<file path="config.mk">
export PLATFORM = sky130hd
export DESIGN_NAME = mem_responder
export DESIGN_NICKNAME = d
export VERILOG_FILES = /design/src/rtl/mem_pkg.sv /design/src/rtl/mem_array_sp.sv /design/src/rtl/mem_responder.sv
export SDC_FILE = /design/constraint.sdc
export NUM_CORES = 2
export LEC_CHECK = 0
export BUFFER_PORTS_ARGS = -buffer_cell sky130_fd_sc_hd__buf_2
export CAP_MARGIN = 15
export CORE_ASPECT_RATIO = 1.75
export CORE_MARGIN = 3
export CORE_UTILIZATION = 40
export DETAILED_ROUTE_END_ITERATION = 10
export PLACE_DENSITY = 0.66
export SKIP_LAST_GASP = 1
export SLEW_MARGIN = 20
export SYNTH_ARGS = -nofsm -noshare
export SYNTH_HDL_FRONTEND = slang
export SYNTH_SLANG_ARGS = --single-unit
</file>
<file path="constraint.sdc">
create_clock -name clk -period 7 [get_ports clk]
set_clock_uncertainty 0.1 [all_clocks]
set_input_delay 0.35 -clock clk [delete_from_list [all_inputs] [get_ports clk]]
set_output_delay 0.35 -clock clk [all_outputs]
set_load 0.05 [all_outputs]
</file>
<file path="src/rtl/mem_pkg.sv">
`default_nettype none
// +--------------------------------------------------------------------------+
// | Package     : mem_pkg                                                    |
// | Description : Shared constants for the memory-stage responder: data     |
// |               width, wait-counter width and FSM state encoding.          |
// | Revision    : 1.0 - initial release                                      |
// +--------------------------------------------------------------------------+
package mem_pkg;

    localparam int c_DATA_W = 32;
    localparam int c_CNT_W  = 4;
    localparam int c_ST_W   = 2;

    localparam logic [c_ST_W-1:0] c_ST_IDLE = 2'd0;
    localparam logic [c_ST_W-1:0] c_ST_WAIT = 2'd1;
    localparam logic [c_ST_W-1:0] c_ST_RESP = 2'd2;

endpackage : mem_pkg
`default_nettype wire

</file>
<file path="src/rtl/mem_array_sp.sv">
`default_nettype none
// +--------------------------------------------------------------------------+
// | Module      : mem_array_sp                                               |
// | Description : Single-port word array. Synchronous write, registered      |
// |               read (read-before-write on a combined access). No reset,   |
// |               so contents survive a responder reset.                     |
// | Ports       : clk      - clock                                           |
// |               i_en     - access enable (read register updates only here) |
// |               i_we     - write enable, qualified by i_en                 |
// |               i_addr   - word index                                      |
// |               i_wdata  - write data                                      |
// |               o_rdata  - registered read data                            |
// | Revision    : 1.0 - initial release                                      |
// +--------------------------------------------------------------------------+
module mem_array_sp
    import mem_pkg::*;
#(
    parameter int DEPTH_WORDS = 64,
    parameter int ADDR_W      = 6
) (
    input  logic                clk,
    input  logic                i_en,
    input  logic                i_we,
    input  logic [ADDR_W-1:0]   i_addr,
    input  logic [c_DATA_W-1:0] i_wdata,
    output logic [c_DATA_W-1:0] o_rdata
);

    logic [c_DATA_W-1:0] r_mem [DEPTH_WORDS];
    logic [c_DATA_W-1:0] r_rdata;

    always_ff @(posedge clk) begin
        if (i_en) begin
            if (i_we) begin
                r_mem[i_addr] <= i_wdata;
            end
            r_rdata <= r_mem[i_addr];
        end
    end

    assign o_rdata = r_rdata;

endmodule : mem_array_sp
`default_nettype wire

</file>
<file path="src/rtl/mem_responder.sv">
`default_nettype none
// +--------------------------------------------------------------------------+
// | Module      : mem_responder                                              |
// | Description : Memory-stage request/response responder with a fixed      |
// |               number of wait states in front of a single-port array.    |
// |               IDLE -> WAIT (WAIT_CYCLES) -> RESP, response held until   |
// |               the pipeline consumes it.                                  |
// | Ports       : clk, reset (async, active-low)                             |
// |               req_valid/req_ready/req_write/req_addr/req_wdata - request |
// |               rsp_valid/rsp_ready/rsp_rdata/rsp_err            - response|
// |               busy - high whenever not IDLE (memory-stage stall)         |
// | Config      : MEM_ALIGN_CHECK_EN - when defined, accesses with           |
// |               req_addr[1:0] != 0 are faulted (no store, rdata 0, err 1). |
// | Revision    : 1.0 - initial release                                      |
// +--------------------------------------------------------------------------+
module mem_responder
    import mem_pkg::*;
#(
    parameter int DEPTH_WORDS = 64,
    parameter int WAIT_CYCLES = 2
) (
    input  logic        clk,
    input  logic        reset,
    input  logic        req_valid,
    output logic        req_ready,
    input  logic        req_write,
    input  logic [31:0] req_addr,
    input  logic [31:0] req_wdata,
    output logic        rsp_valid,
    input  logic        rsp_ready,
    output logic [31:0] rsp_rdata,
    output logic        rsp_err,
    output logic        busy
);

    localparam int                 c_ADDR_W    = $clog2(DEPTH_WORDS);
    localparam logic [c_CNT_W-1:0] c_WAIT_LOAD = c_CNT_W'(WAIT_CYCLES);
    localparam logic [c_CNT_W-1:0] c_CNT_ONE   = c_CNT_W'(1);
    localparam bit                 c_NO_WAIT   = (WAIT_CYCLES == 0);

    logic [c_ST_W-1:0]   r_state;
    logic [c_CNT_W-1:0]  r_cnt;
    logic                r_reqReady;
    logic                r_write;
    logic [c_ADDR_W-1:0] r_wordAddr;
    logic [c_DATA_W-1:0] r_wdata;
    logic                r_misaligned;

    logic                w_accept;
    logic                w_inIdle;
    logic                w_inResp;
    logic                w_enterResp;
    logic                w_memWrite;
    logic                w_memWe;
    logic [c_ADDR_W-1:0] w_memAddr;
    logic [c_DATA_W-1:0] w_memWdata;
    logic [c_DATA_W-1:0] w_memRdata;
    logic                w_reqMisaligned;
    logic                w_misaligned;

    // r_reqReady is only ever set while IDLE, so it alone qualifies acceptance.
    assign w_accept = req_valid & r_reqReady;
    assign w_inIdle = (r_state == c_ST_IDLE);
    assign w_inResp = (r_state == c_ST_RESP);

    // The array access happens on the edge that enters RESP. With no wait
    // states that is the acceptance edge itself, so the live request is used.
    assign w_enterResp = (w_inIdle & w_accept & c_NO_WAIT)
                       | ((r_state == c_ST_WAIT) & (r_cnt == c_CNT_ONE));

    assign w_memWrite = w_inIdle ? req_write                    : r_write;
    assign w_memAddr  = w_inIdle ? req_addr[c_ADDR_W+1:2]       : r_wordAddr;
    assign w_memWdata = w_inIdle ? req_wdata                    : r_wdata;

`ifdef MEM_ALIGN_CHECK_EN
    logic [31-(c_ADDR_W+2):0] w_unusedAddr;
    assign w_unusedAddr    = req_addr[31:c_ADDR_W+2];
    assign w_reqMisaligned = (req_addr[1:0] != 2'b00);
    assign w_misaligned    = w_inIdle ? w_reqMisaligned : r_misaligned;
    assign w_memWe         = w_memWrite & ~w_misaligned;
    assign rsp_err         = w_inResp & r_misaligned;
    assign rsp_rdata       = (w_inResp & ~r_write & ~r_misaligned) ? w_memRdata : '0;
`else
    logic [31-(c_ADDR_W+2)+2:0] w_unusedAddr;
    assign w_unusedAddr    = {req_addr[31:c_ADDR_W+2], req_addr[1:0]};
    assign w_reqMisaligned = 1'b0;
    assign w_misaligned    = 1'b0;
    assign w_memWe         = w_memWrite;
    assign rsp_err         = 1'b0;
    assign rsp_rdata       = (w_inResp & ~r_write) ? w_memRdata : '0;
`endif

    always_ff @(posedge clk or negedge reset) begin
        if (!reset) begin
            r_state      <= c_ST_IDLE;
            r_cnt        <= '0;
            r_reqReady   <= 1'b0;
            r_write      <= 1'b0;
            r_wordAddr   <= '0;
            r_wdata      <= '0;
            r_misaligned <= 1'b0;
        end else begin
            case (r_state)
                c_ST_IDLE: begin
                    r_reqReady <= 1'b1;
                    if (w_accept) begin
                        r_reqReady   <= 1'b0;
                        r_write      <= req_write;
                        r_wordAddr   <= req_addr[c_ADDR_W+1:2];
                        r_wdata      <= req_wdata;
                        r_misaligned <= w_reqMisaligned;
                        if (c_NO_WAIT) begin
                            r_state <= c_ST_RESP;
                        end else begin
                            r_state <= c_ST_WAIT;
                            r_cnt   <= c_WAIT_LOAD;
                        end
                    end
                end
                c_ST_WAIT: begin
                    if (r_cnt == c_CNT_ONE) begin
                        r_state <= c_ST_RESP;
                        r_cnt   <= '0;
                    end else begin
                        r_cnt <= r_cnt - c_CNT_ONE;
                    end
                end
                c_ST_RESP: begin
                    // Ready rises together with the return to IDLE, so the
                    // handshake edge itself can never accept a new request.
                    if (rsp_ready) begin
                        r_state    <= c_ST_IDLE;
                        r_reqReady <= 1'b1;
                    end
                end
                default: begin
                    r_state    <= c_ST_IDLE;
                    r_cnt      <= '0;
                    r_reqReady <= 1'b0;
                end
            endcase
        end
    end

    mem_array_sp #(
        .DEPTH_WORDS (DEPTH_WORDS),
        .ADDR_W      (c_ADDR_W)
    ) u_array (
        .clk     (clk),
        .i_en    (w_enterResp),
        .i_we    (w_memWe),
        .i_addr  (w_memAddr),
        .i_wdata (w_memWdata),
        .o_rdata (w_memRdata)
    );

    assign req_ready = r_reqReady;
    assign rsp_valid = w_inResp;
    assign busy      = ~w_inIdle;

endmodule : mem_responder
`default_nettype wire
</file>
---- Yosys cells after proc, flatten, opt, wreduce, memory -nomap -nowiden ----
Memories as Yosys holds them, arrays and structs flattened. A register that Yosys moved wholly into a read port is not among the register bits.
Cells that the tools add are included.
word-level totals
  register bits after elaboration ......... 46
  latch bits .............................. 0
  RAM bits ................................ 2048
  ROM bits ................................ 0
  input bits .............................. 69
  output and inout port bits .............. 36
  memories kept ........................... 1
memory list
  name           depth  width  read ports  clocked after memory_dff  wr ports  RTL line            RTL
  u_array.r_mem  64     32     1           1                         1         mem_array_sp.sv:29  logic [c_DATA_W-1:0] r_mem [DEPTH_WORDS];
cells by class
  add/subtract/negate cells ............... 1
  multiply operators ...................... 0
  div/mod/pow operators ................... 0
  magnitude comparators ................... 0
  equality and inequality tests ........... 6
  shifts and indexed selects .............. 0
  muxes and demuxes ....................... 17
  bitwise gates (word level) .............. 7
  reductions and logical operators ........ 5
operators by type and width
  operator               number
  $mux W32               2
  $pmux W4 S3            1
  $mux W4                2
  $mux W1                6
  $mux W2                3
  $mux W6                1
  $pmux W2 S3            1
  $reduce_and A2 Y1      3
  $eq A4 B1 Y1 const B   1
  $ne A2 B2 Y1 const B   2
  $not A1 Y1             4
  $sub A4 B1 Y4 const B  1
  $and A1 B1 Y1          3
  $pmux W1 S3            1
  $reduce_and A3 Y1      1
  $eq A2 B1 Y1 const B   1
  $eq A2 B2 Y1 const B   1
  $logic_not A2 Y1       1
  $ne A2 B1 Y1 const B   1

---- Logic depth before layout (Yosys ltp) ----
  depth in word-level cells ............... 5
  depth in mapped cells ................... 13

---- By module ----
Synthesis repeated with hierarchy kept, for this count alone.
second synthesis, totals
  cells, all modules ...................... 4723
  area, all modules ....................... 83019.6 µm²
modules (own cells, without submodules)
  module         instances  cells each  area each (µm²)  seq. area each (µm²)
  mem_array_sp   1          4520        80225.7          62459.9
  mem_responder  1          203         2793.9           1151.1

---- Least setup slack after synthesis ----
Ideal clock, no wire load.
  path type ............................... register -> register
  from .................................... register r_state[0]
  to ...................................... memory u_array.r_mem[13][0], enable pin
  setup time .............................. 0.421 ns
  arrival ................................. 4.370 ns
  path slack .............................. 2.109 ns
  cell stages (with the launch flop) ...... 10
  buffers on the path ..................... 3
  path through ............................ dfrtp_1 > buf_2 > buf_2 > nand2b_1 > nor2_1 > nand2_1 > a21oi_1 > nand2b_1 > clkbuf_1 > nor2_1
between the ends
  elaborated cells between the ends (all ways) .. 8
  classes of those cells .................. eq/ne: 1; mux: 5; bitwise: 1; reduce/logical: 1
RTL lines
  element                        RTL line              RTL
  start: declaration             mem_responder.sv:41   logic [c_ST_W-1:0] r_state;
  start signal: assignment       mem_responder.sv:95   r_state <= c_ST_IDLE;
  start signal: assignment       mem_responder.sv:113  r_state <= c_ST_RESP;
  start signal: assignment       mem_responder.sv:115  r_state <= c_ST_WAIT;
  $eq A2 B1 Y1                   mem_responder.sv:69   | ((r_state == c_ST_WAIT) & (r_cnt == c_CNT_ONE));
  $and A1 B1 Y1                  mem_responder.sv:69
  net u_array.i_en               mem_array_sp.sv:22    input logic i_en,
  $mux W1                        mem_array_sp.sv:33    if (i_en) begin
  $mux W1 (not written as such)  mem_array_sp.sv:35    r_mem[i_addr] <= i_wdata;
  end: declaration               mem_array_sp.sv:29
The timed path passes the listed nets, and every way through them passes these cells.

---- Worst setup path in the final report ----
  from .................................... register r_state[1]
  to ...................................... register u_array.r_rdata[9] (netlist: u_array.o_rdata[9]), read port of u_array.r_mem (data pin)
between the ends
  longest elaborated chain between the ends .. 2
  elaborated cells between the ends (all ways) .. 4
  classes of those cells .................. eq/ne: 1; mux: 1; bitwise: 1; reduce/logical: 1
ends and longest elaborated chain
  element                                           RTL line                                  RTL
  $eq A2 B1 Y1 or $logic_not A2 Y1 (tied branches)  mem_responder.sv:69, mem_responder.sv:63
  $and A1 B1 Y1 or $mux W6 (tied branches)          mem_responder.sv:69, mem_responder.sv:72
  end: declaration                                  mem_array_sp.sv:30                        logic [c_DATA_W-1:0] r_rdata;
Parallel ways exist; a longest one is shown, timed or not.
A chain may end at the register's enable or synchronous reset.

==> reports/results.tsv <==
metric	value	unit
cp_cell_sequence	buf_4 > nor2_4 > mux2i_2 > or3_2 > buf_4 > a31oi_1 > or4_1 > or4_1	
global_route.usage.met2	44.6	%
gp_routability_congestion	0.896	
criticalPathCategory	flip-flop to flip-flop	
initial_core_util	40.3	%
detailedPlacementHpwl	172	mm
drt_pass1_iterations	10	
synthCells	4628	
cts.sink_count	2126	
grt.busiest_layer	met2	
critical_path.max_stage_delay	0.91	ns
vdd_drop_max	0.311	mV
clkSlewWorstSetupHoldPaths	0.07	ns
placedInstanceArea	0.0859	sq mm
synth.net_count	4699	
grt_first_pass_wirelength	389	mm
nFillCells	16799	
nNetsFinal	4886	
clock_tree_from_tritoncts	done	
worst-path-max-fanout	24	
report.final.setup_viol	0	
count_of_flip_flops_with_a_built_in_enable_after_synthesis	2080	
timing.critical_path.from_type	flip-flop	
run_status	finished, final reports clean	
cts.htree.levels	4	
area.sequential	0.0636	sq mm
drv_cap	0	
routed_via_density	6.66	
post-cts-setup-buffers	0	
p_per_area	417	mW/mm^2
tritoncts.num_buffers	173	
yosys_warnings	0	
grt_max_degree	102	
slew_violations	0	
dieWidth	346	microns
root_buffer	sky130_fd_sc_hd__clkbuf_16	
avgSynthCellArea	17.5	sq um
clock_insertion_delay_worst_skew	0.84	ns
commonest_non_fill_non_tap_cell_in_the_layout	sky130_fd_sc_hd__edfxtp_1	
groute.usage.overall	26.5	%
overall_power_of_the_completed_layout	38.3	mW
setup_tns	0	ns
floorplan.die.height	601	microns
port_buffers	77	
multi_input_comb_area	0.0166	sq mm
postLayoutCellArea	0.0918	sq mm
drt_wl_total	284	mm
dominantRegCellSynth	sky130_fd_sc_hd__edfxtp_1	
grt_use_met3	5.01	%
floorplan.die_area	0.208	sq mm
layout_common_cells	2,080 x sky130_fd_sc_hd__edfxtp_1, 306 x sky130_fd_sc_hd__a22oi_1, 290 x sky130_fd_sc_hd__a222oi_1, 256 x sky130_fd_sc_hd__nand2_1, 201 x sky130_fd_sc_hd__buf_4	
rows	217	
critical_path_depth	8	
detail_route.wl_per_cell	37.3	microns
cp.arrival	5.60	ns
initialDrtViolationCount	8873	
grt_pass1_vias	49822	
rsz0062_at_grt	no	
areaGrowthSynthToFinish	13.6	%
final_critical_period	5.13	ns
final_period_utilization	73.3	%
io-pin-count	105	
leakagePower	28.4	nW
layout-drive-gt1-share	15.9	%
synth.ff_latch_count	2126	
postRouteAntennaNets	0	
r2r.worst_path.cells	8	
hold_viol_final	0	
vias	50629	
synth_cell_type_count	69	
min-delay-path-class	primary input to async pin	
cp_num_buf_inv	2	
fmax	195	MHz
highest_delay_cell_along_the_critical_path	sky130_fd_sc_hd__or3_2	
async_reset_ff_share	2.16	%
slew_headroom	14.9	%
route.detailed.drc	0	
worstPathRequired	7.47	ns
synth_area	0.0808	sq mm
tightestPinTransition	1.28	ns
core	0.200	sq mm
kind_of_end_point_of_the_critical_path	flip-flop	
clk_path_buf_depth	4	
grt_antenna_before_repair	23	
total_overflow_reported_by_the_global_router	0	
grtUsageMet1	28.6	%
critical_path.top_delay_family	simple AND/OR/NAND/NOR gates	
synth-seq-area-share	78.7	%
## sequential cells by signal, indices dropped and copies added (netlist names)
register         flops
u_array.o_rdata     32
r_wdata             32
req_ready            1
r_write              1
u_array.r_mem     2048
r_wordAddr           6
r_state              2
r_cnt                4
## layout make-up
cell class	instances	share of cell area, %
clock inverter	89	0.856
tap	2628	3.58
clock buffer	209	4.94
sequential	2126	69.3
inverter	5	0.0204
antenna	35	0.0954
timing repair buffer	345	3.10
multi-input combinational	2164	18.1
## synthesized netlist by cell type (all sizes together) (20+ instances only)
cell type	instances	area (sq um)
nor2	146	548
a21oi	79	395
and2	34	213
or4	30	225
nand3	39	195
o21ai	20	111
a22oi	306	2300
mux2	83	935
a22o	83	727
o22ai	56	363
dfrtp	46	1150
a31oi	173	1080
a221oi	138	1210
clkbuf	115	433
nand4	20	125
a222oi	290	2900
mux2i	138	1380
edfxtp	2080	62500
buf	218	1050
a221o	33	330
a211oi	20	150
and3	52	325
nand2	289	1080
## repair_timing
action / CTS / global route
resized for setup: 0 / 0
endpoints found under the setup margin: 0 / 0
endpoints found under the hold margin: 89 / 0
hold buffers: 39 / 0
## kinds of logic (layout without fill, tap and decap cells)
group / count (synthesis) / after routing / share of synthesized area (%)
AOI/OAI and AO/OA: 1269 / 1269 / 12.6
xor gates and xnor gates: 1 / 1 / 0.0108
adders and majority gates: 2 / 2 / 0.0310
buffers and inverters: 338 / 648 / 1.86
DFF: 2126 / 2126 / 78.7
muxes: 225 / 225 / 2.98
other: 1 / 36 / 0.00464
and+or+nand+nor: 666 / 666 / 3.83
## worst min-delay path, cell delays in order
cell,delay (ns)
sky130_fd_sc_hd__dlygate4sd3_1,0.53
sky130_fd_sc_hd__buf_2,0.10
sky130_fd_sc_hd__buf_4,0.53
## through the flow
| stage | setup WS (ns) | utilization [%] | hold slack, ns | std cells |
|---|---|---|---|---|
| 2_1_floorplan | 2.11 | - | -0.0456 | 4628 |
| 3_3_place_gp | 1.76 | 42.9 | 0.389 | 7226 |
| 3_5_place_dp | 1.66 | 42.9 | 0.395 | 7226 |
| 4_1_cts | 1.61 | 45.7 | 0.0951 | 7563 |
| 5_1_grt | 1.85 | 45.8 | 0.139 | 7595 |
| 6_report | 1.87 | 45.8 | 0.0886 | 7601 |
## routing by layer
| metal | vias to the layer above | wire [microns] |
|---|---|---|
| met3 | 1053 | 28700 |
| li1 | 19960 | - |
| met2 | 3921 | 139000 |
| met4 | 6 | 29100 |
| met5 | - | 42 |
| met1 | 25689 | 87000 |
## path summary, 6_finish.rpt
kind	startpoint	endpoint	slack [ns]
max in group asynchronous	reset	r_wordAddr[2]$_DFFE_PN0P_	6.18
min in group clk	req_addr[3]	r_wordAddr[1]$_DFFE_PN0P_	0.15
worst max register to register	r_state[1]$_DFFE_PN0P_	u_array.o_rdata[9]$_DFFE_PP_	1.87
worst max-delay path	r_state[1]$_DFFE_PN0P_	u_array.o_rdata[9]$_DFFE_PP_	1.87
worst min register to register	r_wdata[15]$_DFFE_PN0P_	r_wdata[15]$_DFFE_PN0P_	0.41
worst min-delay path	reset	r_wdata[3]$_DFFE_PN0P_	0.09
## report_power, final
part           internal [mW]  switching [mW]  total, mW
combinational           2.94            8.93       11.9
clock                   5.11            4.42       9.53
sequential              16.7           0.197       16.9
Power figures use the tool's default switching activity.
